==> config.mk <==
export PLATFORM = sky130hd
export DESIGN_NAME = ra_bist_march
export DESIGN_NICKNAME = d
export VERILOG_FILES = /design/src/rtl/ra_bist_march.sv
export SDC_FILE = /design/constraint.sdc
export NUM_CORES = 1
export LEC_CHECK = 0
export CORE_AREA = 2 2 116 118
export DETAILED_ROUTE_END_ITERATION = 8
export DIE_AREA = 0 0 118 120
export DONT_BUFFER_PORTS = 1
export PLACE_DENSITY = 0.55
export REMOVE_ABC_BUFFERS = 1
export SYNTH_ARGS = -nofsm -noshare
export SYNTH_HDL_FRONTEND = slang
export SYNTH_SLANG_ARGS = --single-unit
==> constraint.sdc <==
create_clock -name clk -period 3.2 [get_ports clk]
set_clock_uncertainty 0.05 [all_clocks]
set_input_delay 0.64 -clock clk [delete_from_list [all_inputs] [get_ports clk]]
set_output_delay 0.64 -clock clk [all_outputs]
set_load 0.005 [all_outputs]
==> src/rtl/ra_bist_march.sv <==
// March C- BIST engine for a 1W/2R register array; passes functional ports
// through to the array when idle, owns all three ports while a run is active.
module ra_bist_march #(
  parameter int ADR_W  = 5,
  parameter int DAT_W  = 32,
  parameter int RD_LAT = 1
) (
  input  logic             clk,
  input  logic             rst,
  input  logic [31:0]      bist_ctl,
  output logic [31:0]      bist_status,
  input  logic             f_rd_enb_0,
  input  logic [ADR_W-1:0] f_rd_adr_0,
  input  logic             f_rd_enb_1,
  input  logic [ADR_W-1:0] f_rd_adr_1,
  input  logic             f_wr_enb_0,
  input  logic [ADR_W-1:0] f_wr_adr_0,
  input  logic [DAT_W-1:0] f_wr_dat_0,
  output logic [DAT_W-1:0] f_rd_dat_0,
  output logic [DAT_W-1:0] f_rd_dat_1,
  output logic             rd_enb_0,
  output logic [ADR_W-1:0] rd_adr_0,
  output logic             rd_enb_1,
  output logic [ADR_W-1:0] rd_adr_1,
  output logic             wr_enb_0,
  output logic [ADR_W-1:0] wr_adr_0,
  output logic [DAT_W-1:0] wr_dat_0,
  input  logic [DAT_W-1:0] rd_dat_0,
  input  logic [DAT_W-1:0] rd_dat_1
);

  typedef enum logic [1:0] {IDLE, RUN, DRAIN, DONE} state_t;

  typedef struct packed {
    logic             v;
    logic [DAT_W-1:0] exp;
    logic [2:0]       elem;
    logic [ADR_W-1:0] adr;
  } rd_tag_t;

  state_t           state;
  logic             start_q;
  logic [1:0]       bg_sel;
  logic             stop_on_fail;
  logic [2:0]       elem;
  logic [ADR_W-1:0] adr;
  logic             phase;
  logic [1:0]       drain_cnt;
  rd_tag_t          pipe [RD_LAT];
  logic             fail, fport;
  logic [2:0]       felem;
  logic [7:0]       fadr, ecnt;

  logic             start_edge, abort;
  logic [DAT_W-1:0] bg_word;
  logic             rw_elem, op_rd, op_wr, wr_one, rd_one, down, last_adr;
  logic             mis0, mis1;
  logic [1:0]       err_add;
  logic [8:0]       err_sum;
  logic             unused_ctl;

  assign unused_ctl = ^bist_ctl[31:5];
  assign start_edge = bist_ctl[0] & ~start_q;
  assign abort      = bist_ctl[1];

  always_comb begin
    bg_word = '0;
    case (bg_sel)
      2'd1:    bg_word = {(DAT_W/2){2'b01}};
      2'd2:    bg_word = {(DAT_W/4){4'b0011}};
      2'd3:    bg_word = {(DAT_W/8){8'h0F}};
      default: bg_word = '0;
    endcase
  end

  // Elements 1..4 alternate a read cycle (phase 0) and a write cycle (phase 1) per address.
  assign rw_elem  = (elem >= 3'd1) && (elem <= 3'd4);
  assign op_rd    = (state == RUN) && ((elem == 3'd5) || (rw_elem && !phase));
  assign op_wr    = (state == RUN) && ((elem == 3'd0) || (rw_elem && phase));
  assign wr_one   = (elem == 3'd1) || (elem == 3'd3);
  assign rd_one   = (elem == 3'd2) || (elem == 3'd4);
  assign down     = (elem == 3'd3) || (elem == 3'd4);
  assign last_adr = down ? (adr == '0) : (adr == '1);

  assign mis0    = pipe[RD_LAT-1].v && (rd_dat_0 != pipe[RD_LAT-1].exp);
  assign mis1    = pipe[RD_LAT-1].v && (rd_dat_1 != pipe[RD_LAT-1].exp);
  assign err_add = {1'b0, mis0} + {1'b0, mis1};
  assign err_sum = {1'b0, ecnt} + {7'b0, err_add};

  assign f_rd_dat_0  = rd_dat_0;
  assign f_rd_dat_1  = rd_dat_1;
  assign bist_status = {ecnt, 8'h00, fadr, 1'b0, felem, fport, fail,
                        state == DONE, (state == RUN) || (state == DRAIN)};

  always_comb begin
    rd_enb_0 = 1'b0;
    rd_adr_0 = '0;
    rd_enb_1 = 1'b0;
    rd_adr_1 = '0;
    wr_enb_0 = 1'b0;
    wr_adr_0 = '0;
    wr_dat_0 = '0;
    case (state)
      IDLE, DONE: begin
        rd_enb_0 = f_rd_enb_0;
        rd_adr_0 = f_rd_adr_0;
        rd_enb_1 = f_rd_enb_1;
        rd_adr_1 = f_rd_adr_1;
        wr_enb_0 = f_wr_enb_0;
        wr_adr_0 = f_wr_adr_0;
        wr_dat_0 = f_wr_dat_0;
      end
      RUN: begin
        rd_enb_0 = op_rd;
        rd_adr_0 = adr;
        rd_enb_1 = op_rd;
        rd_adr_1 = adr;
        wr_enb_0 = op_wr;
        wr_adr_0 = adr;
        wr_dat_0 = wr_one ? ~bg_word : bg_word;
      end
      default: ;
    endcase
  end

  always_ff @(posedge clk) begin
    if (rst) begin
      state        <= IDLE;
      start_q      <= 1'b0;
      bg_sel       <= '0;
      stop_on_fail <= 1'b0;
      elem         <= '0;
      adr          <= '0;
      phase        <= 1'b0;
      drain_cnt    <= '0;
      fail         <= 1'b0;
      fport        <= 1'b0;
      felem        <= '0;
      fadr         <= '0;
      ecnt         <= '0;
      for (int unsigned i = 0; i < RD_LAT; i++) pipe[i] <= '0;
    end else begin
      start_q <= bist_ctl[0];

      pipe[0] <= '{v: op_rd, exp: rd_one ? ~bg_word : bg_word, elem: elem, adr: adr};
      for (int unsigned i = 1; i < RD_LAT; i++) pipe[i] <= pipe[i-1];

      if (mis0 || mis1) begin
        ecnt <= err_sum[8] ? 8'hFF : err_sum[7:0];
        if (!fail) begin
          fail  <= 1'b1;
          fport <= !mis0;
          felem <= pipe[RD_LAT-1].elem;
          fadr  <= 8'(pipe[RD_LAT-1].adr);
        end
      end

      case (state)
        RUN: begin
          if (rw_elem && !phase) begin
            phase <= 1'b1;
          end else begin
            phase <= 1'b0;
            if (last_adr) begin
              if (elem == 3'd5) begin
                state     <= DRAIN;
                drain_cnt <= 2'(RD_LAT - 1);
              end else begin
                elem <= elem + 3'd1;
                adr  <= ((elem == 3'd2) || (elem == 3'd3)) ? '1 : '0;
              end
            end else begin
              adr <= down ? adr - 1'b1 : adr + 1'b1;
            end
          end
          if (stop_on_fail && (mis0 || mis1)) begin
            state     <= DRAIN;
            drain_cnt <= 2'(RD_LAT - 1);
          end
        end
        DRAIN: begin
          if (drain_cnt == '0) state <= DONE;
          else drain_cnt <= drain_cnt - 2'd1;
        end
        default: ;
      endcase

      // Abort wins over start; compares still in flight are discarded.
      if (abort) begin
        state <= IDLE;
        for (int unsigned i = 0; i < RD_LAT; i++) pipe[i].v <= 1'b0;
      end else if (start_edge && ((state == IDLE) || (state == DONE))) begin
        state        <= RUN;
        bg_sel       <= bist_ctl[3:2];
        stop_on_fail <= bist_ctl[4];
        elem         <= '0;
        adr          <= '0;
        phase        <= 1'b0;
        fail         <= 1'b0;
        fport        <= 1'b0;
        felem        <= '0;
        fadr         <= '0;
        ecnt         <= '0;
      end
    end
  end

endmodule

==> results.yml, run 1 <==
logic_synthesis:
  syn_inst: 561
  syn_avg_cell_area_um2: 7.505
  syn_area_um2: 4210
  ys_ff_latch: 55
  synth_ff_type: "dfxtp_1"
  async_flop_share: 0
  synth_top_cells_by_area: "dfxtp_1 26%, buf_4 14%, a21oi_1 7.4%"
  synth_most_common_cell: "nand2_1"
  ys_warn_count: 0
  yosysUniqueCellTypes: 47
  synth-edff-count: 0
  yosys.area.top_type_share: 0.2615
  ys_top_cells_by_count: "77 x nand2_1, 76 x buf_4, 62 x a21oi_1"
  synth_top_cell_by_area: "dfxtp_1"
  yosysSeqAreaShare: 0.2615
cells_and_area:
  n_fill_cell: 1382
  finish.utilization: 0.3249
  instances_no_fill: 677
  final_area_um2: 4217
  layout-drive-gt1-share: 0.09980
  syn2layout_area_growth_pct: 0.1485
  fin_nets: 667
  antenna_cells: 0
global_route:
  grt-ovfl-total: 0
  grt.total_usage: 0.1638
  antenna_found_initial: 0
  grt_pass1_vias: 3485
  grt_pass1_wl_mm: 18.44
  grt_max_degree: 54
timing:
  grt_setup_unrepaired: "true"
  finalWorstSetupSlack_ns: -0.02083
  fin_crit_ns: 3.221
  tightest_slew_ns: 1.151
  final.period_utilization: 1.007
  fmax_ghz: 0.3105
  relSlewSlack: 0.2309
  hold_viol_final: 0
  setup_viol: 2
  drv_slew: 0
setup_path:
  r2r_start: "pipe[0][34]$_SDFF_PP0_"
  worstRegToRegCells: 12
  slowest_delay_ns: 0.50
  cp_num_buf_inv: 1
  worst-path-max-fanout: 4
  regToRegSetupSlack_ns: 0.03
  rr_endpoint: "ecnt[5]$_SDFF_PP0_"
  cp_cell_sequence: "or4_4, a222oi_1, nand3_1, or2_4, and2_4, fa_2, ha_4, nand4_1, buf_4, a21boi_1, nor2_1, a211oi_1"
  required_ns: 3.31
  crit_path_end_kind: "flop"
  cp_top_family: "simple AND/OR/NAND/NOR gates"
  worstSetupPathType: "primary input to flop"
  arrival_ns: 3.33
  start_kind: "primary input"
  slowest_stage: "or4_4"
floorplan:
  die_h_um: 120
  fp-row-count: 42
  io_pins: 294
  initial_core_util: 0.3244
  fp.dieW_um: 118
  core_um2: 12980
  dieArea_um2: 14160
drt:
  drtIter0Drc: 156
  drtPass1Iterations: 4
  num_vias: 3609
  route.detailed.drc: 0
  vias_per_cell: 5.331
  ant_nets: 0
  drt_wl_total_mm: 11.88
  wl_per_cell_um: 17.55
place:
  dp_slack_ns: -0.3792
  port-buffer-count: 0
  placed_area_um2: 3964
  gp_congestion: 0.8414
  place_hpwl_mm: 9.399
  dp.cells: 667
power:
  netSwitchingPower_uw: 425.5
  seq_power_share: 0.426
  finalPower_mw: 1.657
  ir_drop_v: 0.0002085
  power_frac_clock: 0.443
  power.share.combinational: 0.131
  sw_frac_of_total: 0.2568
  power.internal_mw: 1.231
  power_density_nw_per_um2: 392.9
  leakage_nw: 1.656
status:
  failed_checks: "negative setup slack"
  status: "complete, but fails checks"
clock_network:
  cts.sinks: 55
  htree_levels: 2
  cts_made_buffers: 5
  clk_latency_ns: 0.30
  cts-root-buf: "clkbuf_16"
  clk_pin_slew_ns: 0.08
  cts_buffer_depth: 2
  tritoncts: "built"
hold_path:
  holdPathStages: 1
  holdCritStartpoint: "rst"
  holdPathEnd: "pipe[0][0]$_SDFF_PP0_"
  hp-class: "primary input to flop"
job:
  drv_cap: 0
==> cells in the final DEF (no fill, tap or decap), types with 2 or more instances in the layout <==
cell,netlist,final
mux2i_1,17,17
and3_1,2,2
a222oi_1,2,2
ha_1,17,15
dfxtp_1,55,53
nor2_1,45,45
or2_2,4,3
o31a_1,2,2
nand3_1,17,16
a31oi_1,3,3
xnor2_1,11,11
or3_1,12,12
clkbuf_16,0,5
nor2b_1,8,8
a22oi_1,6,6
nor3b_1,3,3
bufinv_16,0,2
a32o_1,2,2
buf_4,76,24
a21oi_1,62,61
o31ai_1,2,2
xor2_1,19,19
and4b_1,2,2
nand2_1,77,77
o21ai_0,5,5
nor4_1,2,2
a21o_1,4,4
inv_1,17,17
or4_1,10,9
nand2b_1,3,3
conb_1,1,9
nor3_1,13,13
a211oi_1,5,5
and2_4,2,3
a311oi_1,6,6
o21a_1,2,2
nand4_1,12,12
==> cells by family after synthesis <==
kind of cell	synth area share
flops	0.2615
fa+ha+maj	0.06003
simple gates	0.2481
buf+inv	0.1747
other cells	0.0008907
xor+xnor	0.06241
mux	0.04042
compound gates	0.1519
==> layer usage <==
layer  global-route usage  share of wire  up-vias
met5                    0              0        -
li1                     -              -     1730
met4              0.05873          0.023        0
met1               0.1803           0.39     1653
met3              0.04515          0.084       17
met2               0.3009           0.50      209
==> registers in the layout, indices dropped and copies added, names as in the netlist <==
register / cells
pipe: 17
ecnt: 8
fadr: 8
adr: 5
elem: 3
felem: 3
bg_sel: 2
drain_cnt: 2
state: 2
fail: 1
fport: 1
phase: 1
start_q: 1
stop_on_fail: 1
==> how the worst max path moves through the flow <==
stage,to,cells after the start,startpoint
4_1_cts,ecnt[3]$_SDFF_PP0_,12,pipe[0][34]$_SDFF_PP0_
3_5_place_dp,ecnt[3]$_SDFF_PP0_,11,rd_dat_1[6]
5_1_grt,ecnt[5]$_SDFF_PP0_,12,rd_dat_1[30]
6_report,ecnt[5]$_SDFF_PP0_,12,rd_dat_1[30]
2_1_floorplan,ecnt[3]$_SDFF_PP0_,11,rd_dat_1[6]
3_3_place_gp,ecnt[5]$_SDFF_PP0_,11,rd_dat_1[6]
==> power groups by stage <==
stage          clock, mW  combinational, mW  sequential (mW)
2_1_floorplan          0              0.168            0.719
6_report           0.734              0.216            0.706
5_1_grt            0.791              0.243            0.708
3_5_place_dp           0              0.217            0.723
4_1_cts            0.757              0.218            0.706
3_3_place_gp           0              0.213            0.722
==> per-stage QoR <==
| stage | hold slack, ns | setup TNS [ns] |
|---|---|---|
| 6_report | 0.3510 | -0.03055 |
| 5_1_grt | 0.3377 | -0.1717 |
| 4_1_cts | 0.3405 | 0 |
| 3_5_place_dp | 0.4079 | -3.743 |
| 3_3_place_gp | 0.4017 | -3.605 |
| 2_1_floorplan | 0.3906 | -0.2584 |
==> what timing repair did <==
| item | in CTS | in global routing |
|---|---|---|
| hold buffers | 0 | 0 |
| gates cloned | 0 | 0 |
| setup buffers | 1 | 1 |
| setup endpoints to repair | 9 | 19 |
| pin swaps | 5 | 10 |
| resized for setup | 7 | 6 |
==> cell type report <==
class	count	area [µm²]	share of cell area
multi-input combinational	396	2439	0.5783
sequential	55	1106	0.2623
tap	176	220.2	0.05223
timing repair buffer	25	191.4	0.04540
clock buffer	5	125.1	0.02967
clock inverter	3	71.32	0.01691
inverter	17	63.81	0.01513
Power figures use the tool's default switching activity.
==> run 2: changes to the inputs <==
- PLACE_DENSITY: 0.55 -> 0.57
==> run 2 against run 1 <==
Effect of this change:
- the flow now finishes without violations
- power shrank 10%
- combinational power is essentially flat
- global-route usage shrank 0.27 points
- routed wire length shrank 0.58%
- worst hold slack lost 0.00095 ns
- register-to-register slack gained 0.06 ns
- critical endpoint is now ecnt[3]$_SDFF_PP0_
- largest cell class unchanged
- highest routed layer unchanged
==> results.yml, run 2 (same netlist as run 1, synthesis figures left out) <==
cells_and_area:
  layout-drive-gt1-share: 0.09018
  layout_commonest_cell: "nand2_1"
  final_cell_mix: "77 x nand2_1, 61 x a21oi_1, 55 x dfxtp_1, 45 x nor2_1, 23 x buf_4"
  instances_no_fill: 675
  top_regs: "pipe (17), ecnt (8), fadr (8)"
  syn2layout_area_growth_pct: -1.635
  final_area_um2: 4141
  antenna_cells: 0
  top_register: "pipe"
  fin_nets: 665
  largest_register_ffs: 17
setup_path:
  required_ns: 3.31
  cp_cell_sequence: "or4_1, a222oi_1, nand3_1, or2_4, and2_4, fa_2, ha_4, nand4_1, nand2_1, a21oi_2, a311oi_1"
  cp_num_buf_inv: 0
  arrival_ns: 3.24
  worst-path-max-fanout: 6
  start_kind: "primary input"
  worstSetupPathType: "primary input to flop"
  crit_path_end_kind: "flop"
  slowest_stage: "or4_1"
  slowest_delay_ns: 0.50
  regToRegSetupSlack_ns: 0.09
  cp_top_family: "simple AND/OR/NAND/NOR gates"
floorplan:
  fp.dieW_um: 118
  dieArea_um2: 14160
  fp-row-count: 42
  io_pins: 294
  initial_core_util: 0.3244
  die_h_um: 120
  core_um2: 12980
clock_network:
  cts_made_buffers: 5
  cts-root-buf: "clkbuf_16"
  cts_buffer_depth: 2
  tritoncts: "built"
  clk_latency_ns: 0.30
  hold_buffers: 0
  cts.sinks: 55
  htree_levels: 2
  clk_pin_slew_ns: 0.08
drt:
  ant_nets: 0
  num_vias: 3603
  wl_per_cell_um: 17.50
  drt_wl_total_mm: 11.81
  vias_per_cell: 5.338
  drtPass1Iterations: 4
  route.detailed.drc: 0
  drtIter0Drc: 195
timing:
  drv_slew: 0
  tightest_slew_ns: 0.8699
  relSlewSlack: 0.4151
  fin_crit_ns: 3.137
  grt_setup_unrepaired: "true"
  setup_viol: 0
  final.period_utilization: 0.9802
  fmax_ghz: 0.3188
  hold_viol_final: 0
  whs_ns: 0.3500
place:
  placed_area_um2: 3956
  dp.cells: 666
  port-buffer-count: 0
  place_hpwl_mm: 9.484
  gp_congestion: 0.8155
hold_path:
  hp-class: "primary input to flop"
global_route:
  grt-ovfl-total: 0
  grt_pass1_wl_mm: 17.98
  antenna_found_initial: 0
  grt_max_degree: 54
  grt_pass1_vias: 3363
  grt.total_usage: 0.1612
job:
  drv_cap: 0
power:
  finalPower_mw: 1.490
  power_density_nw_per_um2: 359.9
  ir_drop_v: 0.0001946
  leakage_nw: 1.619
status:
  status: "finished, final reports clean"
[run 2: path summary, 6_finish.rpt]
kind	start	endpoint	cells past startpoint
setup / recovery	rd_dat_1[6]	ecnt[3]$_SDFF_PP0_	11
hold / removal	rst	pipe[0][1]$_SDFF_PP0_	1
setup reg to reg	pipe[0][38]$_SDFF_PP0_	ecnt[3]$_SDFF_PP0_	11
hold reg to reg	pipe[0][7]$_SDFF_PP0_	felem[2]$_SDFF_PP0_	2
[run 2: power by group]
part           total, mW  switching [mW]  internal [mW]
registers          0.706          0.0128          0.694
clock network      0.569           0.271          0.298
logic              0.215           0.133         0.0821
[run 2: final cells by class]
class                   count  area, µm²
clock buffers               5      125.1
clock inverters             3      26.28
fillers                  1370       8838
inverters                  17      63.81
multi-input cells         396       2432
flip-flops and latches     55       1101
well taps                 176      220.2
repair buffers             23      172.7
[run 2: worst reg2reg max path, cell delays in order, from the launching register on]
cell	delay, ns
dfxtp_1	0.31
or4_1	0.52
a222oi_1	0.43
nand3_1	0.19
or2_4	0.26
and2_4	0.16
fa_2	0.36
ha_4	0.18
nand4_1	0.21
nand2_1	0.10
a21oi_2	0.14
a311oi_1	0.06
[run 2: metrics by stage]
step / setup TNS (ns) / setup slack (ns) / utilization
after detailed placement: -3.433 / -0.4166 / 0.3048
after global placement: -2.279 / -0.3390 / 0.3048
after floorplan: -0.2584 / -0.09341 / -
final: 0 / 0.06345 / 0.3191
after CTS: 0 / 0.04384 / 0.3176
after global routing: -0.1884 / -0.08889 / 0.3191
[run 2: routing by layer]
metal  track usage  wire [µm]
met4       0.04292        116
met5             0          0
met1        0.1814       4737
met3       0.03897        871
met2        0.3023       6089
[run 2: what timing repair did]
item	in CTS	in global routing
endpoints found under the setup margin	7	16
gates resized for setup	3	5
buffers inserted	1	0
pin swaps	2	6
==> run 3: changes to the inputs <==
- ABC_AREA: not set -> 0
==> results of run 3 <==
No change in the layout: final DEF, timing and power equal those of run 2.
